===== config.mk =====
export PLATFORM = sky130hd
export DESIGN_NAME = alu_rs
export DESIGN_NICKNAME = d
export VERILOG_FILES = /design/src/rtl/alu_rs.sv
export SDC_FILE = /design/constraint.sdc
export NUM_CORES = 1
export LEC_CHECK = 0
export ABC_AREA = 1
export CORE_AREA = 4 4 131 196
export CTS_CLUSTER_DIAMETER = 30
export DETAILED_ROUTE_END_ITERATION = 10
export DIE_AREA = 0 0 135 200
export HOLD_SLACK_MARGIN = 0.02
export PLACE_DENSITY = 0.67
export SYNTH_ARGS = -nofsm -noshare
export SYNTH_HDL_FRONTEND = slang
export SYNTH_SLANG_ARGS = --single-unit

===== constraint.sdc =====
create_clock -name clk -period 6.9 [get_ports clk]
set_clock_uncertainty 0.05 [all_clocks]
set_input_delay 1.38 -clock clk [delete_from_list [all_inputs] [get_ports clk]]
set_output_delay 1.38 -clock clk [all_outputs]
set_load 0.03 [all_outputs]

===== src/rtl/alu_rs.sv =====
// alu_rs: LC-3b ALU reservation station with CDB wakeup and single combinational issue.
// Optional macro ALU_RS_AGE_SELECT_EN: issue the oldest ready entry via compacting age ranks.
package alu_rs_pkg;
   typedef enum logic [2:0] {
      alu_add, alu_and, alu_not, alu_pass, alu_sll, alu_srl, alu_sra
   } lc3b_aluop;
endpackage

module alu_rs
   import alu_rs_pkg::*;
#(
   parameter int unsigned NUM_ENTRIES = 4,
   parameter int unsigned TAG_WIDTH   = 3
) (
   input  logic                 clk,
   input  logic                 rst,
   input  logic                 flush,
   input  logic                 dispatch_valid,
   input  lc3b_aluop            dispatch_aluop,
   input  logic [15:0]          dispatch_vj,
   input  logic [15:0]          dispatch_vk,
   input  logic                 dispatch_qj_valid,
   input  logic                 dispatch_qk_valid,
   input  logic [TAG_WIDTH-1:0] dispatch_qj,
   input  logic [TAG_WIDTH-1:0] dispatch_qk,
   input  logic [TAG_WIDTH-1:0] dispatch_dest,
   output logic                 rs_full,
   input  logic                 cdb_valid,
   input  logic [TAG_WIDTH-1:0] cdb_tag,
   input  logic [15:0]          cdb_value,
   input  logic                 alu_ready,
   output logic                 issue_valid,
   output lc3b_aluop            issue_aluop,
   output logic [15:0]          issue_a,
   output logic [15:0]          issue_b,
   output logic [TAG_WIDTH-1:0] issue_dest
);
   localparam int unsigned DATA_W = 16;
   localparam int unsigned IDX_W  = (NUM_ENTRIES > 1) ? $clog2(NUM_ENTRIES) : 1;

   logic [NUM_ENTRIES-1:0] busy_q, busy_d, qjv_q, qjv_d, qkv_q, qkv_d, ready;
   lc3b_aluop              aluop_q [NUM_ENTRIES];
   lc3b_aluop              aluop_d [NUM_ENTRIES];
   logic [DATA_W-1:0]      vj_q [NUM_ENTRIES];
   logic [DATA_W-1:0]      vj_d [NUM_ENTRIES];
   logic [DATA_W-1:0]      vk_q [NUM_ENTRIES];
   logic [DATA_W-1:0]      vk_d [NUM_ENTRIES];
   logic [TAG_WIDTH-1:0]   qj_q [NUM_ENTRIES];
   logic [TAG_WIDTH-1:0]   qj_d [NUM_ENTRIES];
   logic [TAG_WIDTH-1:0]   qk_q [NUM_ENTRIES];
   logic [TAG_WIDTH-1:0]   qk_d [NUM_ENTRIES];
   logic [TAG_WIDTH-1:0]   dest_q [NUM_ENTRIES];
   logic [TAG_WIDTH-1:0]   dest_d [NUM_ENTRIES];

   logic [IDX_W-1:0] sel_idx, free_idx;
   logic             sel_found, free_found, disp_accept, issue_fire;

   assign ready       = busy_q & ~qjv_q & ~qkv_q;
   assign rs_full     = &busy_q;
   assign disp_accept = dispatch_valid && free_found && !flush;
   assign issue_fire  = sel_found && alu_ready;

   assign issue_valid = sel_found;
   assign issue_aluop = aluop_q[sel_idx];
   assign issue_a     = vj_q[sel_idx];
   assign issue_b     = vk_q[sel_idx];
   assign issue_dest  = dest_q[sel_idx];

   // Lowest-index free entry for dispatch
   always_comb begin
      free_idx   = '0;
      free_found = 1'b0;
      for (int i = 0; i < int'(NUM_ENTRIES); i++) begin
         if (!busy_q[i] && !free_found) begin
            free_idx   = IDX_W'(i);
            free_found = 1'b1;
         end
      end
   end

`ifdef ALU_RS_AGE_SELECT_EN
   localparam int unsigned CNT_W = $clog2(NUM_ENTRIES + 1);

   // Rank 0 is the oldest entry; ranks of busy entries are always 0..count-1
   logic [IDX_W-1:0] age_q [NUM_ENTRIES];
   logic [IDX_W-1:0] age_d [NUM_ENTRIES];
   logic [IDX_W-1:0] best_age;
   logic [CNT_W-1:0] busy_cnt;

   always_comb begin
      sel_idx   = '0;
      sel_found = 1'b0;
      best_age  = '0;
      for (int i = 0; i < int'(NUM_ENTRIES); i++) begin
         if (ready[i] && (!sel_found || age_q[i] < best_age)) begin
            sel_idx   = IDX_W'(i);
            sel_found = 1'b1;
            best_age  = age_q[i];
         end
      end
   end

   always_comb begin
      busy_cnt = '0;
      for (int i = 0; i < int'(NUM_ENTRIES); i++) begin
         busy_cnt = busy_cnt + CNT_W'(busy_q[i]);
      end
      age_d = age_q;
      if (issue_fire) begin
         for (int i = 0; i < int'(NUM_ENTRIES); i++) begin
            if (busy_q[i] && age_q[i] > best_age) age_d[i] = age_q[i] - IDX_W'(1);
         end
      end
      if (disp_accept) age_d[free_idx] = IDX_W'(busy_cnt - CNT_W'(issue_fire));
   end

   always_ff @(posedge clk or posedge rst) begin
      if (rst) begin
         for (int i = 0; i < int'(NUM_ENTRIES); i++) age_q[i] <= '0;
      end else begin
         age_q <= age_d;
      end
   end
`else
   always_comb begin
      sel_idx   = '0;
      sel_found = 1'b0;
      for (int i = 0; i < int'(NUM_ENTRIES); i++) begin
         if (ready[i] && !sel_found) begin
            sel_idx   = IDX_W'(i);
            sel_found = 1'b1;
         end
      end
   end
`endif

   // Next state: CDB wakeup, issue free, dispatch with same-cycle capture, flush last
   always_comb begin
      busy_d  = busy_q;
      qjv_d   = qjv_q;
      qkv_d   = qkv_q;
      aluop_d = aluop_q;
      vj_d    = vj_q;
      vk_d    = vk_q;
      qj_d    = qj_q;
      qk_d    = qk_q;
      dest_d  = dest_q;
      for (int i = 0; i < int'(NUM_ENTRIES); i++) begin
         if (cdb_valid && busy_q[i] && qjv_q[i] && qj_q[i] == cdb_tag) begin
            vj_d[i]  = cdb_value;
            qjv_d[i] = 1'b0;
         end
         if (cdb_valid && busy_q[i] && qkv_q[i] && qk_q[i] == cdb_tag) begin
            vk_d[i]  = cdb_value;
            qkv_d[i] = 1'b0;
         end
      end
      if (issue_fire) busy_d[sel_idx] = 1'b0;
      if (disp_accept) begin
         busy_d[free_idx]  = 1'b1;
         aluop_d[free_idx] = dispatch_aluop;
         dest_d[free_idx]  = dispatch_dest;
         qj_d[free_idx]    = dispatch_qj;
         qk_d[free_idx]    = dispatch_qk;
         qjv_d[free_idx]   = dispatch_qj_valid && !(cdb_valid && cdb_tag == dispatch_qj);
         qkv_d[free_idx]   = dispatch_qk_valid && !(cdb_valid && cdb_tag == dispatch_qk);
         vj_d[free_idx]    = dispatch_qj_valid ? cdb_value : dispatch_vj;
         vk_d[free_idx]    = dispatch_qk_valid ? cdb_value : dispatch_vk;
      end
      if (flush) busy_d = '0;
   end

   always_ff @(posedge clk or posedge rst) begin
      if (rst) begin
         busy_q <= '0;
         qjv_q  <= '0;
         qkv_q  <= '0;
         for (int i = 0; i < int'(NUM_ENTRIES); i++) begin
            aluop_q[i] <= alu_add;
            vj_q[i]    <= '0;
            vk_q[i]    <= '0;
            qj_q[i]    <= '0;
            qk_q[i]    <= '0;
            dest_q[i]  <= '0;
         end
      end else begin
         busy_q  <= busy_d;
         qjv_q   <= qjv_d;
         qkv_q   <= qkv_d;
         aluop_q <= aluop_d;
         vj_q    <= vj_d;
         vk_q    <= vk_d;
         qj_q    <= qj_d;
         qk_q    <= qk_d;
         dest_q  <= dest_d;
      end
   end

endmodule


==> results.toml, run 1 <==
[timing]
period_minus_slack_ps = 5290
fin_crit_sh = 0.767
slew_violations = 0
maxSlewHeadroom = 0.200
fmax_ghz = 0.189
worst_slew_pin_slew_ps = 1200
holdWs_ps = 433
grt_setup_unrepaired = "no"
setup_viol = 0
hold_viol_final = 0
setup_tns_ps = 0

[detailed_routing]
wl_per_cell_um = 17.1
postRouteWirelength_um = 29700
drtAntennaViolNets = 0
vias_per_cell = 5.31
drcViolationCount = 0
drt_iter0_markers = 615
drtPass1Iterations = 7
vias = 9243

[clocking]
cts_resized = 0
cts_buffers = 17
ctsHtreeMaxLevel = 4
clk_path_buf_depth = 2
clock_latency_ps = 440
post-cts-setup-buffers = 0
cts_root_buf = "clkbuf_16"
clkSinkCount = 188
cts_hold_buf = 0
clk_pin_slew_ps = 70
cts_tree = "done"

[worst_setup_path]
reg2reg_slack_ps = 4440
reg2reg_from = "busy_q[1]"
crit_path_cell_trace = "nand3_1 -> nand4_2 -> nand2_2 -> inv_2 -> o211ai_1 -> nand2_1 -> clkdlybuf4s50_1"
timing.critical_path.buf_inv = 2
crit_type = "register to output pin"
worstPathRequired_ps = 5470
rr_endpoint = "vk_q[48]"
critPathTopFamily = "buffers and inverters"
cp.arrival_ps = 3860
reg2reg_depth = 6
cpPeakStageDelay_ps = 910
slowest_stage = "inv_2"
critPathMaxFanout = 39
end_kind = "output pin"
startpoint_type = "register"

[power]
combPwrFrac = 0.228
intPower_mw = 2.15
total_leakage_power_nw = 5.90
seqPwrFrac = 0.432
vdd_drop_max_mv = 0.184
power_frac_clock = 0.340
swShare = 0.299
p_per_area_nw_per_um2 = 250
p_switching_mw = 0.919

[floorplanning]
rows = 70
coreArea_um2 = 24100
start_util = 0.442
die_area_um2 = 27000
io_pins = 111
die_y_um = 200
die_w_um = 135

[hold_path]
hold_class = "register to register"
hold-path-endpoint = "aluop_q[11]"
worstHoldStart = "aluop_q[11]"
hold_depth = 2

[placement]
io_buffers = 110
place_hpwl_um = 18900
gp_congestion = 0.893

[job]
drv_cap = 0

[logic_synthesis]
synth-edff-count = 0
ys_async_sr_fraction = 1.00
synthTopCellsByArea = "dfrtp_1 (44%), nand2_1 (13%), o211ai_1 (10%), o21ai_0 (8.0%), inv_1 (6.6%)"
yosysSeqAreaShare = 0.442
synth_flop_cell = "dfrtp_1"
synth_fp_nets = 1446
syn_inst = 1375
yosys.area.top_type = "dfrtp_1"
syn_area_um2 = 10600
synth_cell_types = 29
yosysMostFrequentCell = "nand2_1"
ys_ff_latch = 188
synthTopCellsByCount = "nand2_1 (372), dfrtp_1 (188), inv_1 (188)"
syn_avg_cell_area_um2 = 7.73
ys_warn_count = 0
synth_top_area_share = 0.442

[final_layout]
num_antenna_cells = 0
fin_nets = 1476
layout-drive-gt1-share = 0.0487
area.growth.synth_to_final_pct = 15.5

[global_routing]
grt_max_degree = 157
grt_pass1_vias = 8819
grt_usage = 0.223
grt_remaining_overflow = 0
grt_pass1_wl_um = 47300
antenna_found_initial = 0

[outcome]
status = "finished clean"
==> worst max-delay path by stage <==
stage	startpoint	end	slack, ps	cells past startpoint
after detailed placement	busy_q[1]	issue_a[13]	2060	9
after floorplan	rst	aluop_q[0]	360	1
after global routing	busy_q[1]	issue_b[14]	1330	9
after global placement	busy_q[0]	issue_b[13]	2120	9
after CTS	busy_q[1]	issue_a[0]	1580	9
final	busy_q[1]	issue_a[14]	1610	7
==> kinds of logic after synthesis <==
logic type	synth area share
buffers and inverters	0.127
flip-flops	0.442
XOR/XNOR	0.0206
multiplexers	0.0151
AND/OR/NAND/NOR	0.167
AO/OA/AOI/OAI	0.228
==> layout make-up <==
type,instances,area [µm²]
sequential,188,4700
inverter,193,729
clock buffer,21,470
timing repair buffer,124,1220
clock inverter,11,155
tap,324,405
fill,2376,11800
multi-input combinational,881,4600
==> flip-flops by register name, summed over array words and instances, names as in the netlist <==
name,flops
qkv_q,4
vj_q,64
qk_q,12
qjv_q,4
vk_q,64
busy_q,4
dest_q,12
aluop_q,12
qj_q,12
==> routing by layer <==
metal / global-route usage / share of wire / vias up
met5: 0 / 0 / -
met4: 0.0863 / 0.031 / 0
met3: 0.0369 / 0.044 / 50
met2: 0.390 / 0.51 / 248
met1: 0.277 / 0.42 / 4384
li1: - / - / 4561
==> placed cells by master, fill, tap and decap left out, types with 5 or more instances in the layout <==
cell	count
xor2_1	18
clkdlybuf4s50_1	110
mux2i_1	16
clkbuf_16	17
inv_1	187
nand2_1	370
nand3_1	18
dfrtp_1	188
nand4_1	5
o211ai_2	10
o22ai_1	33
o211ai_1	147
nor2_1	48
xnor2_1	7
a21oi_1	22
o21ai_0	170
buf_4	13
==> power by group through the flow <==
stage	Combinational [mW]	Clock, mW	Sequential, mW
after CTS	0.707	1.06	1.33
final	0.701	1.04	1.33
after floorplan	0.493	0	1.33
after global routing	0.788	1.10	1.34
after detailed placement	0.703	0	1.35
after global placement	0.690	0	1.34
==> stage by stage <==
stage / setup WS (ps) / total power [mW] / area (µm²) / util / cells
floorplan: 356 / 1.82 / 10600 / - / 1375
global placement: 2120 / 2.03 / 11700 / 0.484 / 1710
detailed placement: 2060 / 2.05 / 11700 / 0.484 / 1710
CTS: 1580 / 3.09 / 12300 / 0.510 / 1742
global route: 1330 / 3.23 / 12300 / 0.510 / 1742
finish: 1610 / 3.07 / 12300 / 0.510 / 1742
==> worst min-delay path: cells and delay by family, from the launching register on <==
kind	cells	cell delay, ps
compound gates	1	60
simple gates	1	50
flops	1	340
Power figures use the tool's default switching activity.
==> run 2: changes to the inputs <==
Clock period 6.9 ns to 4.25 ns, I/O delays scaled along.
==> run 2 against run 1 <==
- sequential power is 62% higher
- sequential share of layout area is 0.15 points lower
- setup slack worse by 1300 ps
- largest cell class unchanged
- critical path depth stayed put
- combinational power is 67% higher
- hold slack better by 1.7 ps
- register-to-register slack worse by 2500 ps
- clock power is 44% higher
- wire length is 0.41% higher
- flip-flop and latch count stayed put
- design area is 0.39% higher
- highest routed layer unchanged
==> results.toml, run 2 (same netlist as run 1, synthesis figures left out) <==
[global_routing]
grt_pass1_wl_um = 47900
grt_pass1_vias = 9003
top_usage_layer = "met2"
grt_util_met2 = 0.397
antenna_found_initial = 0
grt_remaining_overflow = 0
grt_util_met1 = 0.281
grt_max_degree = 119
met3_usage = 0.0306
grt_usage = 0.225

[detailed_routing]
drt_iter0_markers = 705
vias_per_cell = 5.29
postRouteWirelength_um = 29900
vias = 9262
drtAntennaViolNets = 0
drcViolationCount = 0
drtPass1Iterations = 5
wl_per_cell_um = 17.1

[final_layout]
fin_nets = 1486
regArea_um2 = 4700
layout_common_cells = "nand2_1 (370), dfrtp_1 (188), inv_1 (187), o21ai_0 (170), o211ai_1 (147)"
top_regs = "vj_q: 64 flops, vk_q: 64 flops"
final_common_cell = "nand2_1"
final_cells = 1751
multi_input_area_um2 = 4600
finish.utilization = 0.512
area.growth.synth_to_final_pct = 16.0
num_antenna_cells = 0
layout-drive-gt1-share = 0.0533
fillers = 2351

[power]
p_per_area_nw_per_um2 = 391
vdd_drop_max_mv = 0.292
total_leakage_power_nw = 5.91

[clocking]
clk_path_buf_depth = 2
clkSinkCount = 188
cts_root_buf = "clkbuf_16"
cts_tree = "done"
clock_latency_ps = 440
ctsHtreeMaxLevel = 4
clk_pin_slew_ps = 70
post-cts-setup-buffers = 0
cts_buffers = 17
cts_resized = 0
cts_hold_buf = 0

[floorplanning]
die_w_um = 135
io_pins = 111
coreArea_um2 = 24100
start_util = 0.442
die_area_um2 = 27000
die_y_um = 200
rows = 70

[worst_setup_path]
slowest_stage = "clkdlybuf4s50_1"
timing.critical_path.buf_inv = 2
crit_type = "register to output pin"
cpPeakStageDelay_ps = 690
worstPathRequired_ps = 3350
critPathTopFamily = "buffers and inverters"
critPathMaxFanout = 34
cp.arrival_ps = 3030
startpoint_type = "register"
crit_path_cell_trace = "nand3_1 -> nand4_1 -> nand2_4 -> buf_4 -> o211ai_1 -> nand2_1 -> clkdlybuf4s50_1"
end_kind = "output pin"

[placement]
gp_congestion = 0.890
place_hpwl_um = 19100
io_buffers = 110
dp.cells = 1720

[timing]
fmax_ghz = 0.254
setup_viol = 0
worst_slew_pin_slew_ps = 1160
period_minus_slack_ps = 3930
hold_viol_final = 0
grt_setup_unrepaired = "no"
slew_violations = 0
maxSlewHeadroom = 0.226
fin_crit_sh = 0.926
setup_tns_ps = 0
holdWs_ps = 435

[hold_path]
hold_class = "register to register"

[outcome]
status = "finished clean"

[job]
drv_cap = 0
-- run 2: per-layer routing --
metal	up-vias	wire length, µm
li1	4574	-
met3	52	1090
met2	249	15200
met5	-	0
met4	0	828
met1	4387	12800
-- run 2: worst reg2reg max path: cells and delay by family (launching register included) --
family / cells / cell delay [ps]
compound gates: 1 / 110
buf+inv: 3 / 1360
flops: 1 / 450
simple gates: 3 / 270
-- run 2: final cells by class --
class,count,share of cell area
multi-input cells,881,0.373
repair buffers,134,0.110
well taps,324,0.0329
clock buffers,23,0.0388
flip-flops and latches,188,0.381
clock inverters,8,0.00477
inverters,193,0.0590
-- run 2: stage by stage --
step	setup slack, ps	power, mW	area [µm²]
3_3_place_gp	860	3.33	11800
3_5_place_dp	793	3.35	11800
4_1_cts	312	4.85	12300
6_report	316	4.82	12300
2_1_floorplan	930	2.95	10600
5_1_grt	103	5.07	12300
-- run 2: power breakdown --
group | total (mW) | internal, mW | switching [mW] | leakage, nW
combinational | 1.17 | 0.485 | 0.683 | 3.48
sequential | 2.15 | 2.03 | 0.111 | 2.17
clock | 1.50 | 0.795 | 0.707 | 0.256
total | 4.82 | 3.32 | 1.50 | 5.91
-- run 2: worst paths after layout --
check / startpoint / to / slack (ps) / cells past startpoint
min: dest_q[6] / dest_q[6] / 430 / 2
max in group asynchronous: rst / qj_q[9] / 2650 / 3
max: busy_q[0] / issue_a[13] / 320 / 7
min reg2reg: dest_q[6] / dest_q[6] / 430 / 2
min in group asynchronous: rst / vk_q[4] / 850 / 3
max reg2reg: busy_q[1] / vk_q[31] / 1900 / 7
==> run 3: changes to the inputs <==
Settings changed: CELL_PAD_IN_SITES_DETAIL_PLACEMENT set to 1, CELL_PAD_IN_SITES_GLOBAL_PLACEMENT set to 1, CORE_AREA 4 4 131 196 to 4 4 142 212, DIE_AREA 0 0 135 200 to 0 0 146 216, PLACE_DENSITY 0.67 to unset, PLACE_DENSITY_LB_ADDON set to 0.1.
==> run 3 against run 2 <==
- setup slack improved by 230 ps
- critical path depth grew 2
- first-iteration DRC count decreased by 37%
- design area is 0.64% higher
- maximum frequency increased by 6.4%
- via count grew 1.9%
==> results.toml, run 3 (same netlist as run 1, synthesis figures left out) <==
[timing]
fin_ws_ps = 551
hold_viol_final = 0
fmax_ghz = 0.270
period_minus_slack_ps = 3700
maxSlewHeadroom = 0.264
grt_setup_unrepaired = "no"
setup_viol = 0
worst_slew_pin_slew_ps = 1100
fin_crit_sh = 0.870
slew_violations = 0
setup_tns_ps = 0

[clocking]
cts_tree = "done"
cts_resized = 0
cts_hold_buf = 0
cts_buffers = 17
post-cts-setup-buffers = 0
clk_pin_slew_ps = 70
ctsHtreeMaxLevel = 4
cts_root_buf = "clkbuf_16"
clkSinkCount = 188
clock_latency_ps = 440
clk_path_buf_depth = 2

[worst_setup_path]
worst_path_most_repeated_cell = "nand2_1"
worstPathRequired_ps = 3350
critPathTopFamily = "buffers and inverters"
slowest_stage = "clkdlybuf4s50_1"
cp.arrival_ps = 2800
crit_type = "register to output pin"
timing.critical_path.buf_inv = 3
cpPeakStageDelay_ps = 680
critPathMaxFanout = 19
startpoint_type = "register"
end_kind = "output pin"
crit_path_cell_trace = "nand3_1 -> nand2_1 -> inv_1 -> nand2_1 -> nand2_2 -> inv_2 -> o211ai_2 -> nand2_1 -> clkdlybuf4s50_1"

[power]
power_frac_clock = 0.346
intPower_mw = 3.54
p_switching_mw = 1.55
vdd_drop_max_mv = 0.294
seqPwrFrac = 0.422
combPwrFrac = 0.232
swShare = 0.304
p_per_area_nw_per_um2 = 410
total_leakage_power_nw = 6.05

[detailed_routing]
wl_per_cell_um = 19.2
drtAntennaViolNets = 0
drt_iter0_markers = 444
vias_per_cell = 5.31
postRouteWirelength_um = 34100
drcViolationCount = 0
vias = 9434
drtPass1Iterations = 4

[floorplanning]
coreArea_um2 = 28100
die_area_um2 = 31500
die_y_um = 216
rows = 75
io_pins = 111
start_util = 0.379
die_w_um = 146

[final_layout]
layout-drive-gt1-share = 0.0805
num_antenna_cells = 0
top_regs = "vj_q: 64 flops, vk_q: 64 flops"
layout_common_cells = "nand2_1 (370), dfrtp_1 (188), inv_1 (187), o21ai_0 (170), o211ai_1 (147)"
area.growth.synth_to_final_pct = 16.7
finish.utilization = 0.442
fin_nets = 1487
final_common_cell = "nand2_1"

[global_routing]
grt_pass1_wl_um = 55500
grt_usage = 0.221
grt_pass1_vias = 9956
grt_remaining_overflow = 0
antenna_found_initial = 0
grt_max_degree = 94

[hold_path]
hold_class = "register to register"

[placement]
post-place-ws_ps = 956
place_hpwl_um = 21700
io_buffers = 110
gp_congestion = 0.803

[outcome]
status = "finished clean"

[job]
drv_cap = 0
run 3: changes by cell type in the layout (fill, tap and decap cells not counted), moves of 2 or more:
cell	previous run	this run
clkdlybuf4s50_1	110	74
buf_12	6	8
nand2_2	3	1
bufinv_16	0	4
buf_4	18	53
clkinvlp_4	4	1
nand2_4	1	3
run 3: power by group through the flow:
stage,sequential [mW],combinational [mW],clock (mW)
2_1_floorplan,2.15,0.800,0
3_3_place_gp,2.17,1.17,0
3_5_place_dp,2.18,1.19,0
4_1_cts,2.15,1.20,1.80
5_1_grt,2.18,1.33,1.87
6_report,2.15,1.18,1.76
run 3: layer usage:
metal  track usage  part of all wire  up-vias  routed length, µm
met4        0.0769             0.027        0                920
met3        0.0248             0.025       36                844
met5             0                 0        -                  0
li1              -                 -     4577                  -
met2         0.399              0.51      135              17600
met1         0.274              0.43     4686              14800
run 3: layout make-up:
cell class,count,area [µm²]
clock inverters,10,161
clock buffers,22,474
repair buffers,135,1300
fillers,3383,15600
well taps,346,433
multi-input cells,881,4610
flip-flops and latches,188,4700
inverters,193,728
run 3: final timing paths:
kind / start / endpoint / slack, ps / depth (start not counted)
setup / recovery: busy_q[1] / issue_dest[1] / 550 / 9
hold / removal: dest_q[7] / dest_q[7] / 440 / 2
setup reg to reg: busy_q[1] / vk_q[48] / 1710 / 6
hold reg to reg: dest_q[7] / dest_q[7] / 440 / 2
max in group asynchronous: rst / vk_q[60] / 2320 / 3
min in group asynchronous: rst / vj_q[42] / 970 / 2
run 3: worst register-to-register path, cell delays in order (launching register included):
cell and delay (ps):
dfrtp_1 490, nand2_1 130, nor3_1 420, nor2_1 150, nand3_4 110, buf_4 760
o21ai_0 270
run 3: stage by stage:
stage / cells / instance area, µm² / hold slack, ps / power (mW)
detailed placement: 1743 / 11800 / 425 / 3.37
finish: 1775 / 12400 / 438 / 5.09
CTS: 1775 / 12400 / 441 / 5.15
global route: 1775 / 12400 / 468 / 5.38
floorplan: 1375 / 10600 / 403 / 2.95
global placement: 1743 / 11800 / 417 / 3.34
